File: config.mk
export PLATFORM = sky130hd
export DESIGN_NAME = uart_rx
export DESIGN_NICKNAME = d
export VERILOG_FILES = /design/src/rtl/uart_pkg.sv /design/src/rtl/uart_rx_sampler.sv /design/src/rtl/uart_rx.sv
export SDC_FILE = /design/constraint.sdc
export NUM_CORES = 1
export LEC_CHECK = 0
export BUFFER_PORTS_ARGS = -buffer_cell sky130_fd_sc_hd__buf_2
export CAP_MARGIN = 5
export CELL_PAD_IN_SITES_DETAIL_PLACEMENT = 1
export CELL_PAD_IN_SITES_GLOBAL_PLACEMENT = 1
export CORE_UTILIZATION = 45
export DETAILED_ROUTE_END_ITERATION = 7
export GPL_TIMING_DRIVEN = 0
export HOLD_SLACK_MARGIN = 0.15
export PLACE_DENSITY = 0.8
export REMOVE_ABC_BUFFERS = 1
export SYNTH_ARGS = -nofsm -noshare
export SYNTH_HDL_FRONTEND = slang
export SYNTH_SLANG_ARGS = --single-unit
File: constraint.sdc
create_clock -name CLK -period 2.87 [get_ports CLK]
set_input_delay 0.287 -clock CLK [delete_from_list [all_inputs] [get_ports CLK]]
set_output_delay 0.287 -clock CLK [all_outputs]
set_load 0.01 [all_outputs]
File: src/rtl/uart_pkg.sv
// Shared UART definitions: receiver state encoding, legal oversampling
// ratios, default word width and the parity helper shared with the TX side.
package uart_pkg;

    localparam int UART_DATA_WIDTH = 8;

    localparam logic [5:0] PRESCALE_8  = 6'd8;
    localparam logic [5:0] PRESCALE_16 = 6'd16;
    localparam logic [5:0] PRESCALE_32 = 6'd32;

    typedef enum logic [2:0] {
        IDLE   = 3'd0,
        START  = 3'd1,
        DATA   = 3'd2,
        PARITY = 3'd3,
        STOP   = 3'd4
    } rx_state_e;

    // Parity bit value for a data word: even parity (typ=0) makes the total
    // number of ones even, odd parity (typ=1) makes it odd.
    function automatic logic par_calc(input logic [UART_DATA_WIDTH-1:0] data,
                                      input logic typ);
        return (^data) ^ typ;
    endfunction

endpackage

File: src/rtl/uart_rx_sampler.sv
// Bit-timing engine for the receiver: counts clocks within a bit, takes three
// samples around the bit centre and produces a majority-voted bit value.
module uart_rx_sampler #(
    parameter int PRESCALE_W = 6
) (
    input  logic                  CLK,
    input  logic                  RST,
    input  logic                  rx_s_i,
    input  logic                  start_i,
    input  logic                  active_i,
    input  logic [PRESCALE_W-1:0] prescale_i,
    output logic                  sample_done_o,
    output logic                  sample_bit_o,
    output logic                  bit_end_o
);

    logic [PRESCALE_W-1:0] edge_cnt_q, edge_cnt_d;
    logic [PRESCALE_W-1:0] half;
    logic [PRESCALE_W-1:0] last_edge;
    logic [1:0]            taps;

    assign half      = {1'b0, prescale_i[PRESCALE_W-1:1]};
    assign last_edge = prescale_i - 1'b1;

    // Edge counter: the start-detect cycle is edge 0, so a detect loads 1.
    always_comb begin
        edge_cnt_d = edge_cnt_q;
        if (start_i) begin
            edge_cnt_d = PRESCALE_W'(1);
        end else if (active_i) begin
            edge_cnt_d = (edge_cnt_q == last_edge) ? '0 : edge_cnt_q + 1'b1;
        end else begin
            edge_cnt_d = '0;
        end
    end

    // Edge counter register.
    always_ff @(posedge CLK or posedge RST) begin
        if (RST) begin
            edge_cnt_q <= '0;
        end else begin
            edge_cnt_q <= edge_cnt_d;
        end
    end

    // Early taps at P/2-2 and P/2-1; the third vote is the live sample at P/2.
    genvar gi;
    generate
        for (gi = 0; gi < 2; gi++) begin : g_tap
            localparam logic [PRESCALE_W-1:0] OFFS = PRESCALE_W'(2 - gi);
            logic tap_q;

            // Capture the line at this tap's edge position.
            always_ff @(posedge CLK or posedge RST) begin
                if (RST) begin
                    tap_q <= 1'b1;
                end else if (active_i && (edge_cnt_q == half - OFFS)) begin
                    tap_q <= rx_s_i;
                end
            end

            assign taps[gi] = tap_q;
        end
    endgenerate

    assign sample_done_o = active_i && (edge_cnt_q == half);
    assign sample_bit_o  = (taps[0] & taps[1]) | (taps[0] & rx_s_i) | (taps[1] & rx_s_i);
    assign bit_end_o     = active_i && (edge_cnt_q == last_edge);

endmodule

File: src/rtl/uart_rx.sv
// UART receiver top: input synchronizer, frame FSM, deserializer, parity and
// stop checks, and registered output pulses.
module uart_rx
    import uart_pkg::*;
#(
    parameter int DATA_WIDTH = UART_DATA_WIDTH,
    parameter int PRESCALE_W = 6
) (
    input  logic                  CLK,
    input  logic                  RST,
    input  logic                  RX_IN,
    input  logic                  PAR_EN,
    input  logic                  PAR_TYP,
    input  logic [PRESCALE_W-1:0] PRESCALE,
    output logic [DATA_WIDTH-1:0] P_DATA,
    output logic                  DATA_VALID,
    output logic                  PAR_ERR,
    output logic                  STP_ERR,
    output logic                  Busy
);

    localparam int BCW = (DATA_WIDTH > 1) ? $clog2(DATA_WIDTH) : 1;
    localparam logic [BCW-1:0] LAST_BIT = BCW'(DATA_WIDTH - 1);

    logic                  rx_meta_q, rx_s_q;
    rx_state_e             state_q, state_d;
    logic [BCW-1:0]        bit_cnt_q, bit_cnt_d;
    logic [DATA_WIDTH-1:0] shift_q, shift_d;
    logic                  par_en_q, par_en_d;
    logic                  par_typ_q, par_typ_d;
    logic [PRESCALE_W-1:0] prescale_q, prescale_d;
    logic                  par_bad_q, par_bad_d;
    logic                  stop_bit_q, stop_bit_d;
    logic [DATA_WIDTH-1:0] p_data_q, p_data_d;
    logic                  dv_q, dv_d;
    logic                  pe_q, pe_d;
    logic                  se_q, se_d;

    logic sample_done, sample_bit, bit_end;
    logic start_det;

    // Two-flop synchronizer for the asynchronous serial line (idles high).
    always_ff @(posedge CLK or posedge RST) begin
        if (RST) begin
            rx_meta_q <= 1'b1;
            rx_s_q    <= 1'b1;
        end else begin
            rx_meta_q <= RX_IN;
            rx_s_q    <= rx_meta_q;
        end
    end

    assign start_det = (state_q == IDLE) && !rx_s_q;

    uart_rx_sampler #(
        .PRESCALE_W (PRESCALE_W)
    ) u_sampler (
        .CLK           (CLK),
        .RST           (RST),
        .rx_s_i        (rx_s_q),
        .start_i       (start_det),
        .active_i      (state_q != IDLE),
        .prescale_i    (prescale_q),
        .sample_done_o (sample_done),
        .sample_bit_o  (sample_bit),
        .bit_end_o     (bit_end)
    );

    // Frame FSM: bit sequencing, shifting, checks and output pulse decisions.
    always_comb begin
        state_d    = state_q;
        bit_cnt_d  = bit_cnt_q;
        shift_d    = shift_q;
        par_en_d   = par_en_q;
        par_typ_d  = par_typ_q;
        prescale_d = prescale_q;
        par_bad_d  = par_bad_q;
        stop_bit_d = stop_bit_q;
        p_data_d   = p_data_q;
        dv_d       = 1'b0;
        pe_d       = 1'b0;
        se_d       = 1'b0;

        case (state_q)
            IDLE: begin
                if (!rx_s_q) begin
                    // Configuration is frozen for the whole frame from here.
                    state_d    = START;
                    par_en_d   = PAR_EN;
                    par_typ_d  = PAR_TYP;
                    prescale_d = PRESCALE;
                    par_bad_d  = 1'b0;
                    stop_bit_d = 1'b1;
                    bit_cnt_d  = '0;
                end
            end
            START: begin
                // A start bit that votes high at its centre was only a glitch.
                if (sample_done && sample_bit) begin
                    state_d = IDLE;
                end else if (bit_end) begin
                    state_d   = DATA;
                    bit_cnt_d = '0;
                end
            end
            DATA: begin
                if (sample_done) begin
                    shift_d = {sample_bit, shift_q[DATA_WIDTH-1:1]};
                end
                if (bit_end) begin
                    if (bit_cnt_q == LAST_BIT) begin
                        state_d = par_en_q ? PARITY : STOP;
                    end else begin
                        bit_cnt_d = bit_cnt_q + 1'b1;
                    end
                end
            end
            PARITY: begin
                if (sample_done) begin
                    par_bad_d = (sample_bit != par_calc(shift_q, par_typ_q));
                end
                if (bit_end) begin
                    state_d = STOP;
                end
            end
            STOP: begin
                if (sample_done) begin
                    stop_bit_d = sample_bit;
                end
                if (bit_end) begin
                    state_d = IDLE;
                    if (stop_bit_q && !par_bad_q) begin
                        p_data_d = shift_q;
                        dv_d     = 1'b1;
                    end
                    pe_d = par_bad_q;
                    se_d = !stop_bit_q;
                end
            end
            default: begin
                state_d = IDLE;
            end
        endcase
    end

    // State, datapath and output registers.
    always_ff @(posedge CLK or posedge RST) begin
        if (RST) begin
            state_q    <= IDLE;
            bit_cnt_q  <= '0;
            shift_q    <= '0;
            par_en_q   <= 1'b0;
            par_typ_q  <= 1'b0;
            prescale_q <= PRESCALE_W'(PRESCALE_8);
            par_bad_q  <= 1'b0;
            stop_bit_q <= 1'b1;
            p_data_q   <= '0;
            dv_q       <= 1'b0;
            pe_q       <= 1'b0;
            se_q       <= 1'b0;
        end else begin
            state_q    <= state_d;
            bit_cnt_q  <= bit_cnt_d;
            shift_q    <= shift_d;
            par_en_q   <= par_en_d;
            par_typ_q  <= par_typ_d;
            prescale_q <= prescale_d;
            par_bad_q  <= par_bad_d;
            stop_bit_q <= stop_bit_d;
            p_data_q   <= p_data_d;
            dv_q       <= dv_d;
            pe_q       <= pe_d;
            se_q       <= se_d;
        end
    end

    assign P_DATA     = p_data_q;
    assign DATA_VALID = dv_q;
    assign PAR_ERR    = pe_q;
    assign STP_ERR    = se_q;
    assign Busy       = (state_q != IDLE);

endmodule

==> Yosys cells after proc, flatten, opt, wreduce, memory -nomap -nowiden <==
Cells that the tools add are included.
{ "totals": {"regBits": 45, "in_bits": 11, "out_inout_bits": 12, "word_cells": 103} }
{ "classes": {"addsub": 5, "eq_ne": 21, "n_mux": 30, "bitwise": 7, "reduce_logical": 23} }
{ "ops": {"columns": ["operator", "n"], "rows": [
  ["3-bit 2-to-1 mux", 12],
  ["2-bit inequality test (second input constant)", 10],
  ["6-bit == test", 3],
  ["6-bit 2-to-1 mux", 3],
  ["3-bit one-hot mux with 5 select lines", 1],
  ["6-bit AND reduction", 2],
  ["1-bit 2-to-1 mux", 11],
  ["3-bit one-hot mux with 3 select lines", 1],
  ["3-bit AND reduction", 3],
  ["8-bit parity", 1],
  ["1-bit logical AND", 7],
  ["6-bit by 1-bit adder with 6-bit output (second input constant)", 1],
  ["3-bit by 2-bit == test with 1-bit output (second input constant)", 2],
  ["3-bit == test (second input constant)", 2],
  ["6-bit by 5-bit == test with 1-bit output", 1],
  ["3-bit nonzero test", 2],
  ["5-bit by 1-bit subtractor with 6-bit output (second input constant)", 1],
  ["5-bit by 2-bit subtractor with 6-bit output (second input constant)", 1],
  ["6-bit by 1-bit subtractor with 6-bit output (second input constant)", 1],
  ["1-bit one-hot mux with 2 select lines", 2],
  ["2-bit AND reduction", 2],
  ["2-bit nonzero test", 2],
  ["3-bit by 1-bit adder with 3-bit output (second input constant)", 1],
  ["1-bit AND", 3],
  ["8 further kinds", 11]
]} }

==> Longest topological paths before layout <==
Gate-level depths: netlist (run 1).
{ "logic_depth": {"word_depth": 6, "mapped_depth": 10, "ltp_nobuf": 8} }

==> Hierarchy <==
From an unflattened synthesis (run 1), not the netlist that was laid out.
{ "unflattened": {"hier_cells": 221, "hier_area_um2": 2527.4} }
{ "modules_own_cells": {"columns": ["mod", "instances", "cells_each", "area_each_um2"], "rows": [
  ["uart_rx", 1, 124, 1669.1],
  ["uart_rx_sampler", 1, 97, 858.3]
]} }

==> Worst setup path before layout (run 1) <==
No wires, ideal clock.
{ "synth_timing": {"path_type": "register to register", "start": "register prescale_q[3]", "end": "register state_q[1]", "arrival_time_ns": 2.375, "t_required_ns": 2.792, "setup_slack_ns": 0.417, "stages_incl_launch_ff": 11, "n_path_buf": 2, "cell_sequence": "dfstp_2 clkbuf_2 inv_1 ha_1 inv_1 o21ai_0 xnor2_1 or4b_1 buf_2 or3b_1 a21oi_1"} }
{ "synth_between": {"elab_chain_cells": 5, "elab_cells_between_ends": 13, "cone_classes": "add/sub: 1; eq/ne: 6; mux: 2; reduce/logical: 4"} }
{ "synth_rtl": {"columns": ["element", "line_no", "rtl"], "rows": [
  ["start, declared", "uart_rx.sv:31", "logic [PRESCALE_W-1:0] prescale_q, prescale_d;"],
  ["start signal, assigned", "uart_rx.sv:154", "prescale_q <= PRESCALE_W'(PRESCALE_8);"],
  ["start signal, assigned", "uart_rx.sv:167", "prescale_q <= prescale_d;"],
  ["6-bit by 1-bit subtractor with 6-bit output / 6-bit by 5-bit == test with 1-bit output (equally long branches)", "uart_rx_sampler.sv:23, uart_rx_sampler.sv:66", null],
  ["6-bit == test / 1-bit logical AND (equally long branches)", "uart_rx_sampler.sv:68, uart_rx_sampler.sv:66", null],
  ["1-bit logical AND (on tied branches)", "uart_rx_sampler.sv:68, uart_rx.sv:99", null],
  ["3-bit inequality test (no source line) (tied with other cells)", null, null],
  ["6-bit AND reduction (no source line) / 3-bit one-hot mux with 5 select lines (equally long branches)", null, null],
  ["end signal, assigned", "uart_rx.sv:162", "state_q <= state_d;"],
  ["end, declared", "uart_rx.sv:26", "rx_state_e state_q, state_d;"]
]} }
Parallel ways exist; a longest one is shown, timed or not.
A chain may end at the register's enable or synchronous reset.

==> Final worst setup path (run 1) <==
{ "layout_timing": {"start": "register prescale_q[2]", "end": "register p_data_q[3] (netlist: P_DATA[3])"} }
{ "layout_between": {"elab_chain_cells": 4} }
{ "layout_rtl": {"columns": ["element", "line_no", "rtl"], "rows": [
  ["6-bit by 1-bit subtractor with 6-bit output", "uart_rx_sampler.sv:23", "assign last_edge = prescale_i - 1'b1;"],
  ["6-bit == test", "uart_rx_sampler.sv:68", "assign bit_end_o = active_i && (edge_cnt_q == last_edge);"],
  ["1-bit logical AND", "uart_rx_sampler.sv:68", null],
  ["3-bit AND reduction (no source line)", null, null],
  ["end signal, assigned", "uart_rx.sv:170", "p_data_q <= p_data_d;"],
  ["end, declared", "uart_rx.sv:34", "logic [DATA_WIDTH-1:0] p_data_q, p_data_d;"]
]} }
No other way between the ends.

==> impl_metrics.yaml, run 1 <==
outcome:
  run_status: "finished, final reports clean"
die:
  ioPinCount: 23
  design.core.area_um2: 5270
  die_area_um2: 5940
  fp.dieW_um: 77.1
  initial_utilization: 0.481
  die_h_um: 77.1
  core.rowCount: 26
placement:
  place_inst: 324
  dpl.hpwl_um: 3760
  count_of_input_and_output_buffers: 22
  last_weighted_congestion_value_of_the_routability_driven_placer: 0.767
  postPlaceCellArea_um2: 2680
synthesis:
  ys_seq_area_frac: 0.447
  syn_inst: 245
  synth_edf_count: 0
  synth.lib_cells_used.distinct: 49
  synthDominantAreaCellType: "sky130_fd_sc_hd__dfrtp_1"
  netlist.area_leader.share: 0.385
  dominantRegCellSynth: "sky130_fd_sc_hd__dfrtp_1"
  share_of_synthesized_registers_carrying_an_async_set_or_reset: 1.00
  synthesis.area_um2: 2540
  synth.area.top_cells: "sky130_fd_sc_hd__dfrtp_1 (38%), sky130_fd_sc_hd__mux2_2 (8.9%), sky130_fd_sc_hd__xnor2_1 (7.3%)"
  synth_warn: 0
  synth_area_per_cell_um2: 10.4
  ys_seq_elements: 45
power:
  power_leakage_nw: 1.31
  worst_ir_drop_vdd_uv: 482
  power_density_nw_per_um2: 918
clocking:
  cts_buffers: 5
  ctsRootBufferMaster: "sky130_fd_sc_hd__clkbuf_8"
  ctsHtreeMaxLevel: 2
  num_clock_sinks: 45
  clockBufferDepth: 2
  worstSkewPairLatency_ps: 300
  cts_tree: "built"
  cts.reportedPaths.clkPinSlew_ps: 90
  cts_post_setup_buffers_inserted: 0
worst_setup_path:
  r2r_end: "P_DATA[3]$_DFFE_PP0P_"
  timing.critical_path.required_ps: 3060
  worstPathMaxFanout: 9
  start_kind: "flop"
  critPathArrivalTime_ps: 2880
  timing_worst_setup_path_type: "reg -> reg"
  reg2regPathDepth: 8
  worst_r2r_startpoint: "prescale_q[2]$_DFFE_PP0P_"
  end_kind: "flop"
  ff2ff_setup_slack_ps: 180
min_path:
  hp-class: "in -> reg"
  worst_hold_startpoint: "PRESCALE[1]"
  worst_hold_path.endpoint: "prescale_q[1]$_DFFE_PP0P_"
  min_path_cells: 3
timing:
  endpoints_failing_setup: 0
  worst_slew_pin_slew_ps: 934
  total_negative_slack_ps: 0
  final-max-slew-violation-count: 0
  final_hold_viol_count: 0
  rsz0062_at_grt: "no"
  post_route_clock_skew_ps: 12.6
  fmax_mhz: 372
  min_period_ps: 2690
  timing.final.crit_share: 0.937
  slew-limit-headroom: 0.375
drt:
  drt-pass1-iter-count: 4
  routed_via_density: 5.48
  detail-route-antenna-nets: 0
  detailedRoute.firstIterationViolations: 73
  routedWlPerCell_um: 16.0
  dr_vias: 1831
  wirelength_um: 5360
  drc_errors: 0
grt:
  pin_count_of_the_biggest_net_entering_global_routing: 36
  grt_pass1_wl_um: 9430
  grt-ovfl-total: 0
  grt_antenna_before_repair: 0
  first_global_vias: 1980
  grtUsageTotal: 0.203
job:
  max_cap_violations: 0
layout:
  insertedDiodeCount: 0
  fraction_of_layout_instances_using_a_drive_strength_above_1: 0.246
  layout_common_cells: "sky130_fd_sc_hd__dfrtp_1 (39), sky130_fd_sc_hd__buf_2 (22), sky130_fd_sc_hd__xnor2_1 (21)"
  final.fill_count: 591
  postLayoutCellArea_um2: 2810
  flow.area_growth_from_synthesis_pct: 10.9
  instances_no_fill: 334
  leading_cell_type_in_the_layout_fill_and_taps_excluded: "sky130_fd_sc_hd__dfrtp_1"
  nNetsFinal: 282
sequential cells by signal (all words and copies together) (netlist names), 2 cells and up:
name / count
u_sampler.g_tap.tap_q: 2
bit_cnt_q: 3
P_DATA: 8
state_q: 3
prescale_q: 6
u_sampler.edge_cnt_q: 6
shift_q: 8
final cells by class:
class	count	area (um^2)	area share
clock buffer	5	68.8	0.0245
clock inverter	3	22.5	0.00801
inverter	14	52.6	0.0187
multi-input combinational	172	1300	0.461
sequential	45	1130	0.403
tap	70	87.6	0.0311
timing repair buffer	25	150	0.0534
per-layer routing:
layer	global-route usage	share of wire	vias up	routed length, um
li1	-	-	878	-
met1	0.275	0.49	933	2620
met2	0.333	0.49	18	2610
met3	0.0357	0.019	2	102
met4	0.0585	0.0043	0	23
met5	0	0	-	0
what timing repair did:
action	4_1_cts	5_1_grt
hold buffers	2	0
resized for setup	0	3
endpoints found under the hold margin	10	0
endpoints found under the setup margin	0	11
power breakdown:
part	internal [W]	leakage [nW]	switching (W)
Clock	0.000173	0.0481	0.000230
Combinational	0.000532	0.683	0.000635
Sequential	0.000772	0.582	0.000239
Total	0.00148	1.31	0.00110
Yosys cell counts (all sizes together) (2+ instances only):
cell and instances:
nand2 20, dfstp 6, nor3 3, nand3b 2, o21ai 12, nor4 2, a31oi 2, nor2 18
inv 14, nand3 8, xnor2 21, buf 5, o22ai 2, dfrtp 39, a221o 2, nor2b 3
nor3b 2, o211ai 2, ha 8, or4b 2, mux2 20, clkbuf 9, nand4 3, xor2 13
a21oi 8
cells by family after synthesis:
family                   after synthesis  synth area share
XOR/XNOR                              34             0.123
multiplexers                          21            0.0927
AND/OR/NAND/NOR                       70             0.147
flip-flops                            45             0.447
adder cells (fa/ha/maj)                9            0.0434
buffers and inverters                 28            0.0488
AO/OA/AOI/OAI                         38            0.0977
critical path, cell delays in order (launching register included):
cell,delay [ps]
sky130_fd_sc_hd__dfrtp_1,450
sky130_fd_sc_hd__inv_1,170
sky130_fd_sc_hd__ha_1,230
sky130_fd_sc_hd__a21boi_1,260
sky130_fd_sc_hd__nand2_1,100
sky130_fd_sc_hd__xnor2_1,190
sky130_fd_sc_hd__nor4b_4,540
sky130_fd_sc_hd__nand4_4,290
sky130_fd_sc_hd__mux2_2,340
worst max path at each step:
| stage | start | endpoint | slack, ps | cells past startpoint |
|---|---|---|---|---|
| floorplan | prescale_q[2]$_DFFE_PP0P_ | state_q[1]$_DFFE_PP0P_ | 450 | 8 |
| finish | prescale_q[2]$_DFFE_PP0P_ | P_DATA[3]$_DFFE_PP0P_ | 180 | 8 |
| global placement | prescale_q[2]$_DFFE_PP0P_ | P_DATA[6]$_DFFE_PP0P_ | 90 | 8 |
| CTS | prescale_q[2]$_DFFE_PP0P_ | P_DATA[2]$_DFFE_PP0P_ | 10 | 8 |
| detailed placement | prescale_q[2]$_DFFE_PP0P_ | P_DATA[2]$_DFFE_PP0P_ | 60 | 8 |
| global route | prescale_q[2]$_DFFE_PP0P_ | P_DATA[5]$_DFFE_PP0P_ | 10 | 8 |
stage by stage:
stage | setup WS, ps | hold WS, ps | util | total power, W
after floorplan | 453 | 291 | - | 0.00187
after global placement | 93.3 | 347 | 0.505 | 0.00211
after detailed placement | 55.6 | 241 | 0.509 | 0.00215
after CTS | 14.0 | 176 | 0.530 | 0.00258
after global routing | 14.0 | 202 | 0.534 | 0.00279
final | 181 | 181 | 0.534 | 0.00258
No activity file was read; power rests on OpenSTA's default activity.
==> run 2: changes to the inputs <==
--- a/config.mk
+++ b/config.mk
@@ -5,7 +5,7 @@
 export SDC_FILE = /design/constraint.sdc
 export NUM_CORES = 1
 export LEC_CHECK = 0
-export BUFFER_PORTS_ARGS = -buffer_cell sky130_fd_sc_hd__buf_2
+export BUFFER_PORTS_ARGS = -buffer_cell sky130_fd_sc_hd__buf_4
 export CAP_MARGIN = 5
 export CELL_PAD_IN_SITES_DETAIL_PLACEMENT = 1
 export CELL_PAD_IN_SITES_GLOBAL_PLACEMENT = 1
==> run 2 against run 1 <==
Compared with the run above: sequential power about the same; clock power up 28%; first-iteration DRC count up 67%; non-clock buffer count unchanged; critical path depth unchanged; final cell count unchanged; wire length up 5.8%; worst hold slack worse by 6.8 ps.
==> impl_metrics.yaml, run 2 (synthesized netlist as in run 1, its figures left out) <==
drt:
  drc_errors: 0
  routedWlPerCell_um: 17.0
  dr_vias: 1835
  detailedRoute.firstIterationViolations: 122
  drt-pass1-iter-count: 4
  detail-route-antenna-nets: 0
  routed_via_density: 5.49
  wirelength_um: 5670
worst_setup_path:
  ff2ff_setup_slack_ps: 160
  reg2regPathDepth: 8
  timing.critical_path.required_ps: 3100
  timing_worst_setup_path_type: "reg -> reg"
  critPathCapture: "state_q[1]$_DFFE_PP0P_"
  r2r_end: "state_q[1]$_DFFE_PP0P_"
  setup.worst_path.start: "prescale_q[2]$_DFFE_PP0P_"
  critPathArrivalTime_ps: 2940
  critical_path.slowest_cell: "sky130_fd_sc_hd__or4b_1"
  critical-path-max-stage-delay_ps: 710
  critical_path.cell_chain: "inv_1 > ha_1 > a21boi_1 > nand2_1 > xnor2_1 > or4b_1 > or3b_1 > a21oi_1"
  worstPathMaxFanout: 9
  end_kind: "flop"
  start_kind: "flop"
  worst_r2r_startpoint: "prescale_q[2]$_DFFE_PP0P_"
timing:
  final-max-slew-violation-count: 0
  endpoints_failing_setup: 0
  slew-limit-headroom: 0.323
  rsz0062_at_grt: "yes"
  fmax_mhz: 369
  total_negative_slack_ps: 0
  final_hold_viol_count: 0
  worst_slew_pin_slew_ps: 1010
  min_period_ps: 2710
  post_route_clock_skew_ps: 10.3
  timing.final.crit_share: 0.943
grt:
  first_global_vias: 1950
  grt_pass1_wl_um: 9970
  grt-ovfl-total: 0
  grt_antenna_before_repair: 0
  pin_count_of_the_biggest_net_entering_global_routing: 42
  grtUsageTotal: 0.217
job:
  max_cap_violations: 0
min_path:
  hp-class: "in -> reg"
  min_path_cells: 3
die:
  design.core.area_um2: 5270
  initial_utilization: 0.481
  die_h_um: 77.1
  fp.dieW_um: 77.1
  die_area_um2: 5940
  ioPinCount: 23
  core.rowCount: 26
layout:
  nNetsFinal: 282
  flow.area_growth_from_synthesis_pct: 13.7
  leading_cell_type_in_the_layout_fill_and_taps_excluded: "sky130_fd_sc_hd__dfrtp_1"
  insertedDiodeCount: 0
  fraction_of_layout_instances_using_a_drive_strength_above_1: 0.239
  layout_common_cells: "sky130_fd_sc_hd__dfrtp_1 (39), sky130_fd_sc_hd__buf_4 (22), sky130_fd_sc_hd__xnor2_1 (21)"
  instances_no_fill: 334
clocking:
  cts_buffers: 5
  cts.reportedPaths.clkPinSlew_ps: 100
  cts_tree: "built"
  ctsRootBufferMaster: "sky130_fd_sc_hd__clkbuf_8"
  num_clock_sinks: 45
  clockBufferDepth: 2
  worstSkewPairLatency_ps: 310
  ctsHtreeMaxLevel: 2
placement:
  last_weighted_congestion_value_of_the_routability_driven_placer: 0.782
  count_of_input_and_output_buffers: 22
  dpl.hpwl_um: 3880
  place_inst: 324
power:
  power_density_nw_per_um2: 935
  power_leakage_nw: 1.33
  worst_ir_drop_vdd_uv: 413
outcome:
  run_status: "finished, final reports clean"
==> run 2: cell count changes in the layout (fill, tap and decap cells not counted), sizes merged <==
cell / delta
inv: +2
clkinv: -3
bufinv: +1
==> run 2: area by class of cell <==
type                    count  area (um^2)
well taps                  70         87.6
multi-input cells         172         1290
fillers                   607         2390
clock inverters             3         47.5
flip-flops and latches     45         1130
inverters                  14         52.6
repair buffers             25          205
clock buffers               5         68.8
==> run 2: worst min-delay path by stage <==
stage,startpoint,end,slack (ps)
finish,PRESCALE[3],prescale_q[3]$_DFFE_PP1P_,170
global route,PRESCALE[3],prescale_q[3]$_DFFE_PP1P_,180
CTS,PRESCALE[3],prescale_q[3]$_DFFE_PP1P_,170
detailed placement,RST,prescale_q[5]$_DFFE_PP0P_,190
global placement,rx_meta_q$_DFF_PP1_,rx_s_q$_DFF_PP1_,350
floorplan,RX_IN,rx_meta_q$_DFF_PP1_,290
==> run 2: per-stage QoR <==
stage	setup WS (ps)	area [um^2]	total power [W]	hold slack (ps)	util
final	162	2880	0.00269	174	0.547
after detailed placement	79.7	2740	0.00216	195	0.519
after global placement	112	2720	0.00211	347	0.516
after CTS	44.4	2870	0.00270	170	0.545
after floorplan	453	2460	0.00187	291	-
after global routing	-2.09	2880	0.00289	182	0.547
==> run 2: power breakdown <==
part / internal [W] / switching, W
Clock: 0.000266 / 0.000249
Combinational: 0.000532 / 0.000633
Sequential: 0.000772 / 0.000243
==> run 2: critical path: cells and delay by family, from the launching register on <==
kind	cells	cell delay, ps
DFF	1	450
buffers and inverters	1	160
and+or+nand+nor	3	1220
AOI/OAI and AO/OA	2	380
xor gates and xnor gates	1	180
adders and majority gates	1	230
==> run 2: timing repair <==
item	in CTS	in global routing
endpoints found under the setup margin	0	9
gates resized for setup	0	1
setup buffers	0	0
hold buffers	2	0
hold endpoints to repair	41	0
==> run 2: per-layer routing <==
layer  wire length (um)  vias to the layer above  global-route usage
met4                110                        0              0.0792
met1               2750                      921               0.304
li1                   -                      877                   -
met3                116                       11              0.0357
met2               2690                       26               0.339
met5                  0                        -                   0
==> run 3: changes to the inputs <==
--- a/config.mk
+++ b/config.mk
@@ -10,9 +10,11 @@
 export CELL_PAD_IN_SITES_DETAIL_PLACEMENT = 1
 export CELL_PAD_IN_SITES_GLOBAL_PLACEMENT = 1
 export CORE_UTILIZATION = 45
+export CTS_BUF_LIST = sky130_fd_sc_hd__clkbuf_16
+export CTS_CLUSTER_SIZE = 40
 export DETAILED_ROUTE_END_ITERATION = 7
 export GPL_TIMING_DRIVEN = 0
-export HOLD_SLACK_MARGIN = 0.15
+export HOLD_SLACK_MARGIN = 0.02
 export PLACE_DENSITY = 0.8
 export REMOVE_ABC_BUFFERS = 1
 export SYNTH_ARGS = -nofsm -noshare
==> run 3 against run 2 <==
Compared with the run above: sequential share of layout area is 0.70 points lower; die area stayed put; non-clock buffer count rose by 1; clock power increased by 31%; global-route usage grew 0.099 points; largest power group unchanged; highest routed layer unchanged.
==> impl_metrics.yaml, run 3 (synthesized netlist as in run 1, its figures left out) <==
outcome:
  run_status: "finished, final reports clean"
power:
  power_leakage_nw: 1.35
  switching_power_w: 0.00112
  clock_power_share: 0.236
  power_density_nw_per_um2: 972
  pwr-share-seq: 0.354
  combinationalPowerShare: 0.410
  cellInternalPower_w: 0.00173
  power_switching_share: 0.393
  worst_ir_drop_vdd_uv: 451
grt:
  grtUsageTotal: 0.218
  pin_count_of_the_biggest_net_entering_global_routing: 42
  grt-ovfl-total: 0
  grt_antenna_before_repair: 0
  grt_pass1_wl_um: 10100
  first_global_vias: 1984
clocking:
  post_cts_resize_count: 0
  cts.reportedPaths.clkPinSlew_ps: 70
  worstSkewPairLatency_ps: 290
  cts_buffers: 5
  clockBufferDepth: 2
  ctsHtreeMaxLevel: 2
  num_clock_sinks: 45
  ctsRootBufferMaster: "sky130_fd_sc_hd__clkbuf_16"
  cts_tree: "built"
timing:
  fmax_mhz: 369
  final_hold_viol_count: 0
  timing.final.crit_share: 0.944
  total_negative_slack_ps: 0
  rsz0062_at_grt: "no"
  min_period_ps: 2710
  slew-limit-headroom: 0.376
  endpoints_failing_setup: 0
  final-max-slew-violation-count: 0
  worst_slew_pin_slew_ps: 932
  post_route_clock_skew_ps: 6.44
worst_setup_path:
  timing.critical_path.required_ps: 3080
  end_kind: "flop"
  worstPathMaxFanout: 9
  start_kind: "flop"
  critPathArrivalTime_ps: 2910
  timing_worst_setup_path_type: "reg -> reg"
  ff2ff_setup_slack_ps: 160
layout:
  fraction_of_layout_instances_using_a_drive_strength_above_1: 0.245
  instances_no_fill: 335
  flow.area_growth_from_synthesis_pct: 15.7
  leading_cell_type_in_the_layout_fill_and_taps_excluded: "sky130_fd_sc_hd__dfrtp_1"
  insertedDiodeCount: 0
  layout_common_cells: "sky130_fd_sc_hd__dfrtp_1 (39), sky130_fd_sc_hd__buf_4 (24), sky130_fd_sc_hd__xnor2_1 (21)"
  final.fill_count: 596
  nNetsFinal: 283
  final-seq-area_um2: 1130
  postLayoutCellArea_um2: 2940
  multi_input_comb_area_um2: 1280
drt:
  detailedRoute.firstIterationViolations: 156
  wirelength_um: 5700
  drc_errors: 0
  detail-route-antenna-nets: 0
  drt-pass1-iter-count: 4
  routed_via_density: 5.49
  routedWlPerCell_um: 17.0
  dr_vias: 1840
placement:
  last_weighted_congestion_value_of_the_routability_driven_placer: 0.782
  postPlaceCellArea_um2: 2740
  place_inst: 324
  count_of_input_and_output_buffers: 22
  dpl.hpwl_um: 3880
die:
  design.core.area_um2: 5270
  fp.dieW_um: 77.1
  core.rowCount: 26
  die_area_um2: 5940
  ioPinCount: 23
  die_h_um: 77.1
  initial_utilization: 0.481
min_path:
  hp-class: "in -> reg"
job:
  max_cap_violations: 0
==> run 3: changes by cell type in the layout (fill, tap and decap cells not counted), sizes merged <==
cell,delta
buf,+2
dlygate4sd3,-1
==> run 3: worst paths after layout <==
check	from	to	cells past startpoint
worst max-delay path	prescale_q[2]$_DFFE_PP0P_	state_q[1]$_DFFE_PP0P_	8
worst min-delay path	RX_IN	rx_meta_q$_DFF_PP1_	1
worst max register to register	prescale_q[2]$_DFFE_PP0P_	state_q[1]$_DFFE_PP0P_	8
worst min register to register	rx_meta_q$_DFF_PP1_	rx_s_q$_DFF_PP1_	0
max in group asynchronous	RST	stop_bit_q$_DFFE_PP1P_	4
min in group asynchronous	RST	prescale_q[5]$_DFFE_PP0P_	3
==> run 3: final cells by class <==
class / instances / area share
multi-input cells: 172 / 0.436
flip-flops and latches: 45 / 0.386
repair buffers: 26 / 0.0716
clock buffers: 5 / 0.0426
well taps: 70 / 0.0298
inverters: 14 / 0.0179
clock inverters: 3 / 0.0162
==> run 3: per-stage QoR <==
stage	total power (W)	hold WS [ps]	util	setup WS, ps
after detailed placement	0.00216	195	0.519	79.7
final	0.00285	104	0.557	161
after floorplan	0.00187	291	-	453
after CTS	0.00287	97.5	0.554	47.7
after global routing	0.00307	97.4	0.557	12.3
after global placement	0.00211	347	0.516	112
==> run 3: timing repair <==
| item | 4_1_cts | 5_1_grt |
|---|---|---|
| hold buffers | 1 | 0 |
| buffers inserted | 0 | 2 |
| endpoints found under the hold margin | 3 | 0 |
| endpoints found under the setup margin | 0 | 9 |
==> run 3: power by group through the flow <==
stage | registers [W] | clock network [W] | logic [W]
after global routing | 0.00104 | 0.000715 | 0.00131
after detailed placement | 0.00102 | 0 | 0.00114
after CTS | 0.00101 | 0.000695 | 0.00116
after floorplan | 0.000950 | 0 | 0.000923
final | 0.00101 | 0.000672 | 0.00117
after global placement | 0.00101 | 0 | 0.00110
==> run 3: layer usage <==
metal  up-vias  wire length, um  global-route usage
met4         0               50              0.0453
met1       931             2710               0.309
met2        24             2770               0.354
met5         -                0                   0
met3         4              167              0.0357
li1        881                -                   -
==> run 3: worst max-delay path, stage by stage (launching register included) <==
cell and delay, ps:
sky130_fd_sc_hd__dfrtp_1 440, sky130_fd_sc_hd__inv_1 160, sky130_fd_sc_hd__ha_1 230, sky130_fd_sc_hd__a21boi_1 240, sky130_fd_sc_hd__nand2_1 90, sky130_fd_sc_hd__xnor2_1 170, sky130_fd_sc_hd__or4b_1 710, sky130_fd_sc_hd__or3b_1 440
sky130_fd_sc_hd__a21oi_1 150
